$ cat src/rtl/mem_pkg.sv
// Shared memory-system definitions: region map, region classification and default word width.
package mem_pkg;

  localparam int DEF_WORD_SIZE = 32;

  typedef enum logic [1:0] {REG_ROM, REG_RAM, REG_MMIO, REG_NONE} region_t;

  localparam logic [31:0] ROM_BASE   = 32'h0000_0000;
  localparam logic [31:0] ROM_LIMIT  = 32'h0000_FFFF;
  localparam logic [31:0] RAM_BASE   = 32'h1000_0000;
  localparam logic [31:0] RAM_LIMIT  = 32'h1000_FFFF;
  localparam logic [31:0] MMIO_BASE  = 32'h2000_0000;
  localparam logic [31:0] MMIO_LIMIT = 32'h2000_0FFF;

  // Offset form keeps the test free of always-true compares for a zero base.
  function automatic logic in_range(input logic [31:0] a, input logic [31:0] base,
                                    input logic [31:0] limit);
    return (a - base) <= (limit - base);
  endfunction

  function automatic region_t region_of(input logic [31:0] a);
    if (in_range(a, ROM_BASE, ROM_LIMIT))        return REG_ROM;
    else if (in_range(a, RAM_BASE, RAM_LIMIT))   return REG_RAM;
    else if (in_range(a, MMIO_BASE, MMIO_LIMIT)) return REG_MMIO;
    else                                         return REG_NONE;
  endfunction

endpackage

$ cat src/rtl/mem_region_decode.sv
// Combinational address-region decoder: flags cacheable and mapped addresses.
module mem_region_decode
  import mem_pkg::*;
(
  input  logic [31:0] addr,
  output logic        cacheable,
  output logic        valid_addr
);

  region_t region;

  always_comb region = region_of(addr);

  assign cacheable  = (region == REG_ROM) || (region == REG_RAM);
  assign valid_addr = (region != REG_NONE);

endmodule

$ cat src/rtl/wt_cache_region.sv
// Direct-mapped, write-through, one-word-per-line cache fronted by an address-region decoder.
module wt_cache_region
  import mem_pkg::*;
#(
  parameter int WORD_SIZE = DEF_WORD_SIZE,
  parameter int NUM_LINES = 64
) (
  input  logic                 clk,
  input  logic                 rst,
  input  logic [31:0]          addr,
  input  logic                 re,
  input  logic                 wr,
  input  logic [WORD_SIZE-1:0] data_in,
  output logic [WORD_SIZE-1:0] data_out,
  output logic                 cache_miss_stall,
  output logic                 cacheable,
  output logic                 valid_addr,
  output logic [31:0]          ext_addr,
  output logic [WORD_SIZE-1:0] ext_data_out,
  input  logic [WORD_SIZE-1:0] ext_data_in,
  output logic                 ext_re,
  output logic                 ext_wr,
  input  logic                 ext_ack
);

  localparam int IDX_W = $clog2(NUM_LINES);
  localparam int TAG_W = 30 - IDX_W;

  logic [WORD_SIZE-1:0] data_arr [NUM_LINES];
  logic [TAG_W-1:0]     tag_arr  [NUM_LINES];
  logic [NUM_LINES-1:0] line_valid;

  logic [IDX_W-1:0]     idx;
  logic [TAG_W-1:0]     tag_in;
  logic                 hit;
  logic                 rd_only;
  logic                 wr_req;
  logic                 rd_req;
  logic                 fill;
  logic [WORD_SIZE-1:0] fill_data;
  logic                 unused_bits;

  mem_region_decode u_decode (
    .addr       (addr),
    .cacheable  (cacheable),
    .valid_addr (valid_addr)
  );

  assign idx         = addr[IDX_W+1:2];
  assign tag_in      = addr[31:IDX_W+2];
  assign unused_bits = ^addr[1:0];

  assign hit     = line_valid[idx] && (tag_arr[idx] == tag_in);
  assign rd_only = cacheable && re && !wr;

  // Raw requests drive state; the strobes are additionally squashed while in reset.
  assign wr_req    = cacheable && wr;
  assign rd_req    = rd_only && !hit;
  assign fill      = (wr_req || rd_req) && ext_ack;
  assign fill_data = wr ? data_in : ext_data_in;

  assign ext_wr           = rst && wr_req;
  assign ext_re           = rst && rd_req;
  assign ext_addr         = {addr[31:2], 2'b00};
  assign ext_data_out     = data_in;
  assign cache_miss_stall = (ext_wr || ext_re) && !ext_ack;

  // Hits come straight from the array; a miss forwards bus data during its ack cycle.
  always_comb begin
    data_out = '0;
    if (rst && rd_only) begin
      if (hit)          data_out = data_arr[idx];
      else if (ext_ack) data_out = ext_data_in;
    end
  end

  always_ff @(posedge clk or negedge rst) begin
    if (!rst)      line_valid <= '0;
    else if (fill) line_valid[idx] <= 1'b1;
  end

  always_ff @(posedge clk) begin
    if (fill) begin
      data_arr[idx] <= fill_data;
      tag_arr[idx]  <= tag_in;
    end
  end

endmodule

$ cat config.mk
export PLATFORM = sky130hd
export DESIGN_NAME = wt_cache_region
export DESIGN_NICKNAME = d
export VERILOG_FILES = /design/src/rtl/mem_pkg.sv /design/src/rtl/mem_region_decode.sv /design/src/rtl/wt_cache_region.sv
export SDC_FILE = /design/constraint.sdc
export NUM_CORES = 2
export LEC_CHECK = 0
export ABC_CLOCK_PERIOD_IN_PS = 18180
export BUFFER_PORTS_ARGS = -buffer_cell sky130_fd_sc_hd__clkbuf_2
export CAP_MARGIN = 40
export CORE_MARGIN = 1.5
export CORE_UTILIZATION = 35
export CTS_CLUSTER_SIZE = 10
export DETAILED_ROUTE_END_ITERATION = 7
export HOLD_SLACK_MARGIN = 0.03
export PLACE_DENSITY = 0.46
export RECOVER_POWER = 100
export SETUP_SLACK_MARGIN = 0.02
export SYNTH_ARGS = -nofsm -noshare
export SYNTH_HDL_FRONTEND = slang
export SYNTH_SLANG_ARGS = --single-unit
$ cat constraint.sdc
create_clock -name clk -period 18.18 [get_ports clk]
set_input_delay 2.727 -clock clk [delete_from_list [all_inputs] [get_ports clk]]
set_output_delay 2.727 -clock clk [all_outputs]
set_load 0.05 [all_outputs]
Word level (Yosys, flattened, before mapping)
Memory sizes are Yosys's and may differ from the RTL's. Cells that the tools add are included.

Equality and inequality tests: 3. Reduce and logical (&&, ||, !) cells: 18. Multiplexer cells: 13. Shift operators: 0. Bitwise logic cells: 1. Div/mod/pow operators: 0. Add/sub/neg operators: 2. $lt $le $gt $ge: 5. $mul: 0.

Operator list (number): $mux 32 (4); $le 32x16->1 const B (2); $or 64x64->64 (1); $le 32x12->1 const B (1); $sub 32x29->32 const B (1); $sub 32x30->32 const B (1); $eq 24x24->1 (1); $logic_and 1x1->1 (11); $lt 6x7->1 const B (1); $bmux 1 s6 (1); $demux 1 s6 (1); $ge 6x1->1 const B (1); $mux 1 (5); $mux 2 (2); $logic_not 1->1 (3); $logic_or 1x1->1 (3); $eq 2x1->1 const B (1); $logic_not 2->1 (1); $ne 2x2->1 const B (1).

Memories kept: 2. Bits in latches: 0. Input bits: 101. Bits in writable memories: 3584. Memory bits (read-only): 0. Logic and storage cells: 45. Flip-flop bits (word level): 64.

Memory list: data_arr (words 64, bits a word 32, read ports 1, clocked after memory_dff 0, wr ports 1, line wt_cache_region.sv:29) `logic [WORD_SIZE-1:0] data_arr [NUM_LINES];`; tag_arr (words 64, bits a word 24, read ports 1, clocked after memory_dff 0, wr ports 1, line wt_cache_region.sv:30) `logic [TAG_W-1:0] tag_arr [NUM_LINES];`.

Depth between registers and ports, before layout
Depth in word-level cells: 14. Gate-level depth with buffers: 19. Gate-level depth less buffers: 12.

Hierarchy
From an unflattened synthesis, not the netlist that was laid out.

Cells, all modules: 7336. Area, all modules: 138358.9 sq um.

Modules (own cells, without submodules): wt_cache_region (cells each 7318, instances 1, area each 138213.8 sq um, seq. area each 109224.8 sq um); mem_region_decode (cells each 18, instances 1, area each 145.1 sq um, seq. area each 0.0 sq um).

Least setup slack after synthesis
OpenSTA, ideal clock, no wires.

Kind: input to register. Start: input port addr[2]. End: memory data_arr[10][0] in the netlist's numbering (enable). Path buffers: 7. Arrival: 10.811 ns. Setup slack: 6.760 ns. Stages on the path: 15. Required time: 17.572 ns. Path through: buf_4 > buf_6 > buf_6 > buf_6 > buf_2 > mux4_2 > a221oi_1 > o2111ai_1 > xor2_1 > nand4b_1 > o41ai_4 > a21boi_2 > buf_4 > buf_6 > nor4_1.

Word-level cells in the longest chain between the ends: 14. Elaborated cells between the ends (all ways): 25. Classes of those cells: 2 x add/sub; 3 x order compare; 2 x eq/ne; 7 x mux; 10 x reduce/logical; 1 x memory.

RTL lines: from (decl) (line wt_cache_region.sv:10) `input logic [31:0] addr,`; $sub 32x30->32 (line mem_pkg.sv:18) `return (a - base) <= (limit - base);`; $le 32x12->1 (line mem_pkg.sv:18); $mux 1 (line mem_pkg.sv:24) `else if (in_range(a, MMIO_BASE, MMIO_LIMIT)) return REG_MMIO;`; $mux 2 (line mem_pkg.sv:23) `else if (in_range(a, RAM_BASE, RAM_LIMIT)) return REG_RAM;`; $mux 2 (line mem_pkg.sv:22) `if (in_range(a, ROM_BASE, ROM_LIMIT)) return REG_ROM;`; $eq 2x1->1 or $logic_not 2->1 (tied branches) (line mem_region_decode.sv:14) `assign cacheable = (region == REG_ROM) || (region == REG_RAM);`; $logic_or 1x1->1 (line mem_region_decode.sv:14); $logic_and 1x1->1 (2 in a row) (line wt_cache_region.sv:54) `assign rd_only = cacheable && re && !wr;`; $logic_and 1x1->1 (line wt_cache_region.sv:58) `assign rd_req = rd_only && !hit;`; $logic_or 1x1->1 (line wt_cache_region.sv:59) `assign fill = (wr_req || rd_req) && ext_ack;`; $logic_and 1x1->1 (line wt_cache_region.sv:59); $mux 1 (line wt_cache_region.sv:83) `if (fill) begin`; $mux 1 (not written as such) (line wt_cache_region.sv:84) `data_arr[idx] <= fill_data;`; to (decl) (line wt_cache_region.sv:29).

Several ways; a longest one is shown, not always the timed one. The select of a mux whose other input is x is not followed.

Final worst setup path
Start: input port addr[3]. End: memory data_arr[44][14] in the netlist's numbering (enable).

Same word-level chain as after synthesis.

==> run summary <==
status = finished with violations
failing checks = max-capacitance violations, max-slew violations
PortBufs = 197
Layout Nets = 8017
Final min period = 15.34 ns
GPL Wtd Cong = 0.825
initial antenna violation count = 42
cell row count = 231
root cell of the clock tree = clkbuf_16
synthesis-stage register bit count = 3648
Post-Syn Instances = 7421
post_cts resized = 0
Remaining DRCs = 0
Std-Cell Core Area = 396000 um^2
worst hold-check path type = reg2reg
Worst-path clk slew = 0.06 ns
Final Power = 0.0175 W
ordered cell list for the critical path = clkbuf_1 > buf_4 > inv_4 > buf_12 > a221oi_1 > o22ai_1 > a211o_1 > nor3_1 > nand3_1 > xnor2_1 > nand4_1 > clkbuf_1 > a21boi_0 > buf_4 > nor4_1 > clkbuf_1 > clkbuf_1 > clkbuf_1
NetSw = 0.00389 W
Area after DPL = 149000 um^2
unrepaired setup endpoints after global routing = no
Crit-path slowest cell = clkbuf_1
TritonCTS Sinks = 3648
CP Max Fanout = 59
largest net degree at the start of global routing = 113
hold path start = line_valid[10]$_DFFE_PN0P_
chip width = 634 um
die height = 634 um
placed insts = 12745
WP data required = 18.64 ns
Post-DRT Antenna Nets = 0
Synth-to-Final Area Change = 13.4%
internal power = 0.0136 W
vias per cell = 6.22
Max Buffers Root-to-Sink = 4
sw frac = 22.2%
final slew viol count = 6797
Die Footprint = 401000 um^2
peak supply drop = 0.0000765 V
WHS Path Cells = 1
total iterations of the first detailed-routing run = 8
Clock Power Share = 41.4%
final period utilization = 84.4%
vias = 82552
slowest stage delay, CP = 3.04 ns
critical path endpoint category = flip-flop
setup TNS = 0 ns
vias in the first global route = 79455
DR iter-0 viols = 11894
Seq/Total Area, Yosys = 78.5%
gr ovfl total = 0
total length of routed wires = 553000 um
fin cells = 13264
CTS H-tree depth = 5
layout cells sized above 1 = 15.9%
CP Launch Type = input pin
fin util = 39.9%
TritonCTS clock tree = done
Comb power frac = 5.4%
first-pass GRT wire length = 731000 um
Ports = 202
Max Cap Viol = 216
Post-DP HPWL = 312000 um
TritonCTS Buffers = 408
synthesized area = 139000 um^2
Post-CTS Setup Inserts = 0
Skew-Pair Late Insertion Delay = 0.98 ns
Post-Syn Area per Cell = 18.8 um^2
most frequent cells in the layout = edfxtp_1 (3584), o22ai_1 (700), clkbuf_16 (415)
Initial Utilization = 35.2%
Hold-fix buffers, CTS = 0
ys async rst share = 1.75%
WL/cell = 41.7 um
cell repeated most along the worst path = clkbuf_1
Max Freq = 65.2 MHz
distinct cell type count after synthesis = 84
Clock Skews = 0.0555 ns
EDFF count, synth = 3584
final setup violating endpoints = 0
Slew headroom = -195%
post-route cell area = 158000 um^2
GRT Util Overall = 26.9%
Leak = 49.4 nW
Final Hold Fails = 0
worst reg2reg path startpoint = tag_arr[51][3]$_DFFE_PP_
Worst R2R Path Depth = 15
most common cell after layout, fill and taps aside = edfxtp_1
kind of critical path = in2reg
Reg power frac = 53.2%
CP startpoint = addr[3]
PD cells = 111 nW/um^2
synth warn = 0
top_reg_cell synth = edfxtp_1
Arr. time, crit path = 15.80 ns
Tightest Pin Transition = 4.43 ns
## power groups by stage
stage / Combinational, W / Sequential [W] / Clock, W
floorplan: 0.000491 / 0.00945 / 0
global placement: 0.000924 / 0.00945 / 0
detailed placement: 0.000954 / 0.00945 / 0
CTS: 0.000956 / 0.00927 / 0.00732
global route: 0.000976 / 0.00929 / 0.00761
finish: 0.000945 / 0.00930 / 0.00723
## per-stage QoR
stage	hold WS, ns	setup slack, ns
2_1_floorplan	0.429	6.76
3_3_place_gp	0.442	6.09
3_5_place_dp	0.449	6.19
4_1_cts	0.462	6.16
5_1_grt	0.481	3.00
6_report	0.463	2.84
## routing by layer
| layer | GRT usage, % | vias to the layer above | routed length, um |
|---|---|---|---|
| met2 | 42.5 | 4733 | 254000 |
| met3 | 4.53 | 992 | 50000 |
| met4 | 9.51 | 8 | 24400 |
| met1 | 37.7 | 44902 | 225000 |
| met5 | 0 | - | 41 |
| li1 | - | 31917 | - |
## cell families (layout without fill, tap and decap cells)
kind of cell / Yosys count / in the layout / synth area share (%)
AOI/OAI and AO/OA: 1635 / 1635 / 8.21
xor gates and xnor gates: 24 / 24 / 0.151
adders and majority gates: 2 / 2 / 0.0180
buffers and inverters: 595 / 1178 / 2.12
DFF: 3648 / 3648 / 78.5
muxes: 785 / 785 / 8.22
other: 1 / 19 / 0.00269
and+or+nand+nor: 731 / 731 / 2.79
## sequential cells by signal, indices dropped and copies added, names as in the netlist
| name | count |
|---|---|
| data_arr | 2048 |
| tag_arr | 1536 |
| line_valid | 64 |
## final cells by class
cell class                      instances  area, um^2
Fill cell                           35560      238000
Timing Repair Buffer                  668        3930
Clock inverter                         28         290
Clock buffer                          473       10600
Sequential cell                      3648      109000
Antenna cell                           17        42.5
Tap cell                             5242        6560
Inverter                                9        41.3
Multi-Input combinational cell       3179       27100
## synth_stat cells, drive strengths merged (137+ instances only)
library cell  count  share of area, %
a21oi           154              0.55
buf             330               1.4
clkbuf          256              0.69
edfxtp         3584                77
mux2            222               1.8
mux2i           299               2.2
mux4            264               4.3
nand2           151              0.41
nor2            137              0.37
nor4            154              0.69
o221ai          151              0.95
o22ai           700               3.1
## worst max-delay path, delay by kind of cell
family                 cells  cell delay (ns)
buffers and inverters      9            10.07
AND/OR/NAND/NOR            4             1.23
AO/OA/AOI/OAI              4             1.19
XOR/XNOR                   1             0.22
## worst paths after layout
kind / to / slack, ns
min in group asynchronous: line_valid[25]$_DFFE_PN0P_ / 3.27
worst min register to register: line_valid[10]$_DFFE_PN0P_ / 0.46
worst max-delay path: data_arr[44][14]$_DFFE_PP_ / 2.84
worst min-delay path: line_valid[10]$_DFFE_PN0P_ / 0.46
worst max register to register: data_arr[44][14]$_DFFE_PP_ / 8.67
max in group asynchronous: line_valid[12]$_DFFE_PN0P_ / 12.70
No activity file was read; power rests on OpenSTA's default activity.
